<file path="src/rtl/i2s_master_tx_if.sv">
// i2s_master_tx_if: sample-pair stream between the audio processing chain
// and the I2S master transmitter.
//
// Signals:
//   ldata  left-channel sample, two's complement, passed through untouched
//   rdata  right-channel sample
//   s_vld  producer has a valid ldata/rdata pair
//   s_rdy  transmitter can accept a pair this cycle
//
// Modports:
//   master  producer side (drives data and valid, observes ready)
//   slave   transmitter side (observes data and valid, drives ready)
interface i2s_master_tx_if #(
  parameter int DATA_WIDTH = 16
);
  logic [DATA_WIDTH-1:0] ldata;
  logic [DATA_WIDTH-1:0] rdata;
  logic                  s_vld;
  logic                  s_rdy;

  modport master (output ldata, output rdata, output s_vld, input s_rdy);
  modport slave  (input ldata, input rdata, input s_vld, output s_rdy);
endinterface

</file>
<file path="src/rtl/i2s_master_tx.sv">
// i2s_master_tx: I2S (Philips format) master transmitter. Derives SCLK and
// LRCK from the MCLK-domain clock and serialises one stereo sample pair per
// frame to the DAC SDIN pin. A one-deep holding register decouples the
// producer from the frame timing.
//
// Ports:
//   clk          MCLK-domain clock, sole clock
//   rst_n        asynchronous active-low reset
//   en           1 = run the bus; 0 = finish the current frame, then stop
//   s_if         slave side of the sample-pair stream (ldata/rdata/s_vld/s_rdy)
//   sck          I2S bit clock
//   ws           I2S word select, 0 = left, 1 = right
//   sda          I2S serial data, MSB first
//   frame_start  1-cycle pulse in the first cycle of every frame
//   underrun     1-cycle pulse alongside frame_start when no pair was held
//   busy         transmitter is running a frame
module i2s_master_tx #(
  parameter int DATA_WIDTH = 16,
  parameter int SLOT_WIDTH = 32,
  parameter int BCLK_DIV   = 4
) (
  input  logic              clk,
  input  logic              rst_n,
  input  logic              en,
  i2s_master_tx_if.slave    s_if,
  output logic              sck,
  output logic              ws,
  output logic              sda,
  output logic              frame_start,
  output logic              underrun,
  output logic              busy
);

  localparam int FRAME_BITS = 2 * SLOT_WIDTH;
  localparam int BW         = $clog2(FRAME_BITS);
  localparam int DW         = (BCLK_DIV > 2) ? $clog2(BCLK_DIV) : 1;
  localparam int IW         = $clog2(DATA_WIDTH);

  typedef enum logic {IDLE, RUN} state_e;

  state_e                state_q, state_d;
  logic [DW-1:0]         div_q, div_d;
  logic [BW-1:0]         bit_q, bit_d;
  logic                  hold_full_q, hold_full_d;
  logic [DATA_WIDTH-1:0] hold_l_q, hold_l_d;
  logic [DATA_WIDTH-1:0] hold_r_q, hold_r_d;
  logic [DATA_WIDTH-1:0] left_q, left_d;
  logic [DATA_WIDTH-1:0] right_q, right_d;
  logic                  sck_q, sck_d;
  logic                  ws_q, ws_d;
  logic                  sda_q, sda_d;
  logic                  frame_start_q, frame_start_d;
  logic                  underrun_q, underrun_d;
  logic                  load;
  logic                  accept;
  int                    b;

  // Next-state logic. The pin outputs are computed from the *next* counter
  // and shifter values so that the registered pins line up exactly with the
  // counters: sck falls, and ws/sda change, on the cycle div_cnt wraps to 0.
  always_comb begin
    state_d       = state_q;
    div_d         = div_q;
    bit_d         = bit_q;
    hold_full_d   = hold_full_q;
    hold_l_d      = hold_l_q;
    hold_r_d      = hold_r_q;
    left_d        = left_q;
    right_d       = right_q;
    load          = 1'b0;
    sck_d         = 1'b0;
    ws_d          = 1'b0;
    sda_d         = 1'b0;
    b             = 0;

    case (state_q)
      IDLE: begin
        div_d = '0;
        bit_d = '0;
        if (en) begin
          state_d = RUN;
          load    = 1'b1;
        end
      end
      RUN: begin
        if (div_q == DW'(BCLK_DIV - 1)) begin
          div_d = '0;
          if (bit_q == BW'(FRAME_BITS - 1)) begin
            bit_d = '0;
            // en only matters at the frame boundary, so a frame is never cut short
            if (en) load = 1'b1;
            else    state_d = IDLE;
          end else begin
            bit_d = bit_q + 1'b1;
          end
        end else begin
          div_d = div_q + 1'b1;
        end
      end
      default: state_d = IDLE;
    endcase

    // A pair may be accepted on the same cycle the holding register is
    // emptied into the shifters, so a steady producer never loses a slot.
    accept = s_if.s_vld & (~hold_full_q | load);

    if (load) begin
      hold_full_d = 1'b0;
      left_d      = hold_full_q ? hold_l_q : '0;
      right_d     = hold_full_q ? hold_r_q : '0;
    end
    if (accept) begin
      hold_full_d = 1'b1;
      hold_l_d    = s_if.ldata;
      hold_r_d    = s_if.rdata;
    end

    frame_start_d = load;
    underrun_d    = load & ~hold_full_q;

    if (state_d == RUN) begin
      b     = int'(bit_d);
      sck_d = (int'(div_d) >= BCLK_DIV / 2);
      // ws leads the MSB of each slot by one bit clock
      ws_d  = (b >= SLOT_WIDTH - 1) && (b <= FRAME_BITS - 2);
      if (b < DATA_WIDTH)
        sda_d = left_d[IW'(DATA_WIDTH - 1 - b)];
      else if ((b >= SLOT_WIDTH) && (b < SLOT_WIDTH + DATA_WIDTH))
        sda_d = right_d[IW'(DATA_WIDTH - 1 - (b - SLOT_WIDTH))];
    end
  end

  assign s_if.s_rdy = ~hold_full_q | load;

  always_ff @(posedge clk or negedge rst_n) begin
    if (!rst_n) begin
      state_q       <= IDLE;
      div_q         <= '0;
      bit_q         <= '0;
      hold_full_q   <= 1'b0;
      hold_l_q      <= '0;
      hold_r_q      <= '0;
      left_q        <= '0;
      right_q       <= '0;
      sck_q         <= 1'b0;
      ws_q          <= 1'b0;
      sda_q         <= 1'b0;
      frame_start_q <= 1'b0;
      underrun_q    <= 1'b0;
    end else begin
      state_q       <= state_d;
      div_q         <= div_d;
      bit_q         <= bit_d;
      hold_full_q   <= hold_full_d;
      hold_l_q      <= hold_l_d;
      hold_r_q      <= hold_r_d;
      left_q        <= left_d;
      right_q       <= right_d;
      sck_q         <= sck_d;
      ws_q          <= ws_d;
      sda_q         <= sda_d;
      frame_start_q <= frame_start_d;
      underrun_q    <= underrun_d;
    end
  end

  assign sck         = sck_q;
  assign ws          = ws_q;
  assign sda         = sda_q;
  assign frame_start = frame_start_q;
  assign underrun    = underrun_q;
  assign busy        = (state_q != IDLE);

endmodule
</file>
<file path="src/flat_wrapper.sv">
// flat-port wrapper written by rule: the top's interface ports become plain ports
module i2s_master_tx_flat 
#(
  parameter int DATA_WIDTH = 16,
  parameter int SLOT_WIDTH = 32,
  parameter int BCLK_DIV   = 4
)
  (clk, rst_n, en, sck, ws, sda, frame_start, underrun, busy, s_if_ldata, s_if_rdata, s_if_s_vld, s_if_s_rdy);
  i2s_master_tx_if #(.DATA_WIDTH(DATA_WIDTH)) s_if_i ();
  input  logic clk;
  input  logic rst_n;
  input  logic en;
  output logic sck;
  output logic ws;
  output logic sda;
  output logic frame_start;
  output logic underrun;
  output logic busy;
  input wire logic [$bits(s_if_i.ldata)-1:0] s_if_ldata;
  input wire logic [$bits(s_if_i.rdata)-1:0] s_if_rdata;
  input wire logic [$bits(s_if_i.s_vld)-1:0] s_if_s_vld;
  output wire logic [$bits(s_if_i.s_rdy)-1:0] s_if_s_rdy;
  assign s_if_i.ldata = s_if_ldata;
  assign s_if_i.rdata = s_if_rdata;
  assign s_if_i.s_vld = s_if_s_vld;
  assign s_if_s_rdy = s_if_i.s_rdy;
  i2s_master_tx #(.DATA_WIDTH(DATA_WIDTH), .SLOT_WIDTH(SLOT_WIDTH), .BCLK_DIV(BCLK_DIV)) u_core (.clk(clk), .rst_n(rst_n), .en(en), .s_if(s_if_i), .sck(sck), .ws(ws), .sda(sda), .frame_start(frame_start), .underrun(underrun), .busy(busy));
endmodule
</file>
<file path="config.mk">
export PLATFORM = sky130hd
export DESIGN_NAME = i2s_master_tx_flat
export DESIGN_NICKNAME = d
export VERILOG_FILES = /design/src/rtl/i2s_master_tx_if.sv /design/src/rtl/i2s_master_tx.sv /design/src/flat_wrapper.sv
export SDC_FILE = /design/constraint.sdc
export NUM_CORES = 1
export LEC_CHECK = 0
export ABC_AREA = 1
export CORE_AREA = 3 3 96 98
export DETAILED_ROUTE_END_ITERATION = 8
export DIE_AREA = 0 0 99 101
export GPL_TIMING_DRIVEN = 0
export HOLD_SLACK_MARGIN = 0.02
export PLACE_DENSITY = 0.65
export SETUP_SLACK_MARGIN = 0.1
export SYNTH_ARGS = -nofsm -noshare
export SYNTH_HDL_FRONTEND = slang
export SYNTH_SLANG_ARGS = --single-unit
</file>
<file path="constraint.sdc">
create_clock -name clk -period 2.4 [get_ports clk]
set_input_delay 0.24 -clock clk [delete_from_list [all_inputs] [get_ports clk]]
set_output_delay 0.24 -clock clk [all_outputs]
set_load 0.02 [all_outputs]
</file>
==> results.md <==
* Worst slack, placed at around 0.14 ns
* Ranking of synthesized cells by area: dfrtp_1, nand2_1, mux2_2, nand3_1, inv_1
* Max Cap Viol at 0
* Final Max Tran Viols at 0
* Yosys reg bits at slightly below 80
* Mapped Area at 0.00378 mm2
* Hold WS at 0.362 ns
* P_sw at 1920 uW
* Area of the multi-input gates at 0.00153 mm2
* Commonest non-fill, non-tap cell in the layout: nand2_1
* Final period utilization at 0.907
* CTS buffer count at 9
* Vias in the first global route at 2,767
* Post-route DRC at 0
* Clock tree buffer depth at 2
* Final hold violations at 0
* Placer Congestion at 0.854
* Asr flop ratio synth at 1.00
* Largest net degree at the start of global routing at 54
* Die height at 101 um
* Worst setup margin at 0.223 ns
* Initial Util at 0.442
* Share of cells above drive strength 1 at 0.178
* Crit path max-delay family: buffers and inverters
* Post-Syn Instances at 412
* Status: finished clean
* Worst path cell trace: ha_1 > buf_6 > nand2_1 > inv_2 > nand3_4 > nand2_4 > inv_2 > nand2_2 > clkdlybuf4s15_1
* Pwr Density at approximately 1100 mW/mm2
* YS warnings at 0
* Maximum VDD drop at 0.474 mV
* Final min period at approximately 2.2 ns
* Critical Path Max Stage Delay at 0.39 ns
* Final WL at 8.00 mm
* Post-synth top area cell: dfrtp_1
* Main flop type after synthesis: dfrtp_1
* Fill cell count at about 800
* 1st-pass router iterations at 4
* Worst hold path class: input pin to async pin
* Crit path buf inv count at 4
* Transition time of the tightest slew-check pin at 0.517 ns
* Commonest non-fill, non-tap cells in the layout: nand2_1, dfrtp_1, clkdlybuf4s50_1
* First-pass GRT wire length at roughly 14 mm
* Post-synth EDFFs at 0
* Global route total overflow at 0
* Row count at 34
* Unique masters post-synth at 31
* Critical path peak fanout at 9
* Port bufs at 42
* CTS sink cnt at 79
* Post-route setup TNS at 0 ns
* Setup-failing EPs final at 0
* Crit path capture type: output pin
* Die W at 99 um
* Reg power frac at 0.385
* Skew final at between 0.006 and 0.007 ns
* Post-DR vias/cell at between 4 and 5
* Register area at 0.00198 mm2
* R2R Path Start: u_core.div_q[0]$_DFF_PN0_
* Initial DRC count at 70
* Synth top area share at 0.523
* Mapped Nets at between 400 and 500
* Combinational power share at 0.418
* Wire length per cell at 13.8 um
* CP required at ~2.2 ns
* P_leak at 0.00226 uW
* Switching Fraction at 0.369
* FF-to-FF path depth at 11
* Met2 WL post-DR at 3.82 mm
* Routed Antenna Nets at 0
* Antenna cells at 0
* Critical path type: register to output pin
* Die area at around 0.010 mm2
* Crit path DAT at 1.94 ns
* CTS tree: built
* Critical path's slowest cell: dfrtp_1
* Area delta synth->final at 21.8%
* GR Util All Layers at 0.173
* Internal power at 3280 uW
* Startpoint types: register
* Avg Cell Area, Syn at a little over 9 um2
* FF-to-FF End: u_core.hold_l_q[10]$_DFFE_PN0P_
* Total power at 5200 uW
* Io pins at between 40 and 50
* Sequential area share after synthesis at 0.523
* RSZ-0062 raised after global routing: true
* Core area at ~0.0086 mm2
* Uppermost layer routed: met4
* Clock slew at reported path FFs at around 0.080 ns
* WL met3 at 313 um
* Worst-skew pair later-pin latency at 0.34 ns
* Clock Power Share at 0.197
* Nets@finish at 505
* Fmax at about 460 MHz
* Vias at 2,824
* Met1 Wirelength at 3.83 mm
* Slew margin rel. at 0.656
* CTS Root Cell: clkbuf_8
* Final HPWL from detailed placement at 5.76 mm
* FF-to-FF setup slack at 0.22 ns
* H-tree levels at 3
* CP dominant cell by count: inv_2
* Initial antenna violation count at 0
sequential cells by signal, indices dropped and copies added (netlist names):
register / flops
u_core.hold_l_q: 16
u_core.hold_r_q: 16
u_core.left_q: 16
u_core.right_q: 16
u_core.bit_q: 6
u_core.div_q: 2
u_core.busy: 1
u_core.frame_start: 1
u_core.hold_full_q: 1
u_core.sck: 1
u_core.sda: 1
u_core.underrun: 1
u_core.ws: 1
logic make-up (layout without fill, tap and decap cells):
kind of cell    count (synthesis)  after routing  synth area share
compound gates                 18             18            0.0282
xor+xnor                        2              2           0.00464
fa+ha+maj                       2              2           0.00662
buf+inv                        61            121            0.0752
flops                          79             79             0.523
mux                            32             32            0.0954
simple gates                  218            218             0.267
Yosys cell counts (3+ instances only):
master / count
and2_1: 15
buf_2: 5
buf_4: 5
buf_6: 4
clkbuf_1: 3
dfrtp_1: 79
inv_1: 37
inv_2: 6
mux2_2: 32
nand2_1: 115
nand2_2: 3
nand3_1: 39
nand3b_1: 12
nor2_1: 25
o21ai_0: 10
repair_timing:
action                                  CTS  global route
hold endpoints to repair                 26             0
hold buffers                              1             0
gates resized for setup                   1             8
pin swaps                                 0             0
setup buffers                             0             0
endpoints found under the setup margin    1            32
worst max path at each step:
stage	start	cells after the start	end	slack, ns
CTS	u_core.div_q[0]$_DFF_PN0_	11	u_core.hold_l_q[10]$_DFFE_PN0P_	0.13
global placement	rst_n	1	u_core.hold_l_q[0]$_DFFE_PN0P_	-1.71
global route	u_core.div_q[0]$_DFF_PN0_	16	u_core.sda$_DFF_PN0_	0.04
finish	u_core.div_q[0]$_DFF_PN0_	9	s_if_s_rdy	0.22
floorplan	u_core.div_q[0]$_DFF_PN0_	11	u_core.hold_l_q[10]$_DFFE_PN0P_	0.43
detailed placement	en	10	u_core.hold_l_q[10]$_DFFE_PN0P_	0.14
through the flow:
step,instances,instance area [um2],utilization
detailed placement,563,4360,0.510
floorplan,412,3780,-
global placement,562,4330,0.507
finish,580,4600,0.538
global route,580,4600,0.538
CTS,580,4580,0.535
layout make-up:
class | count | area share
clock inverters | 3 | 0.00870
flip-flops and latches | 79 | 0.430
clock buffers | 13 | 0.0367
repair buffers | 44 | 0.0990
plain buffers | 18 | 0.0291
inverters | 43 | 0.0356
multi-input cells | 272 | 0.332
well taps | 108 | 0.0294
power by group through the flow:
stage          registers [uW]  logic, uW  clock network, uW
6_report                 2000       2170               1030
5_1_grt                  2050       2460               1120
4_1_cts                  2000       2120               1060
3_5_place_dp             2030       2110                  0
3_3_place_gp             2010       2070                  0
2_1_floorplan            1980       1550                  0
per-layer routing:
| metal | vias up | GRT usage |
|---|---|---|
| met3 | 2 | 0.0394 |
| met5 | - | 0 |
| met1 | 1363 | 0.243 |
| met4 | 0 | 0.0473 |
| met2 | 49 | 0.270 |
| li1 | 1410 | - |
Note: power is estimated with default switching activity, not from simulation.
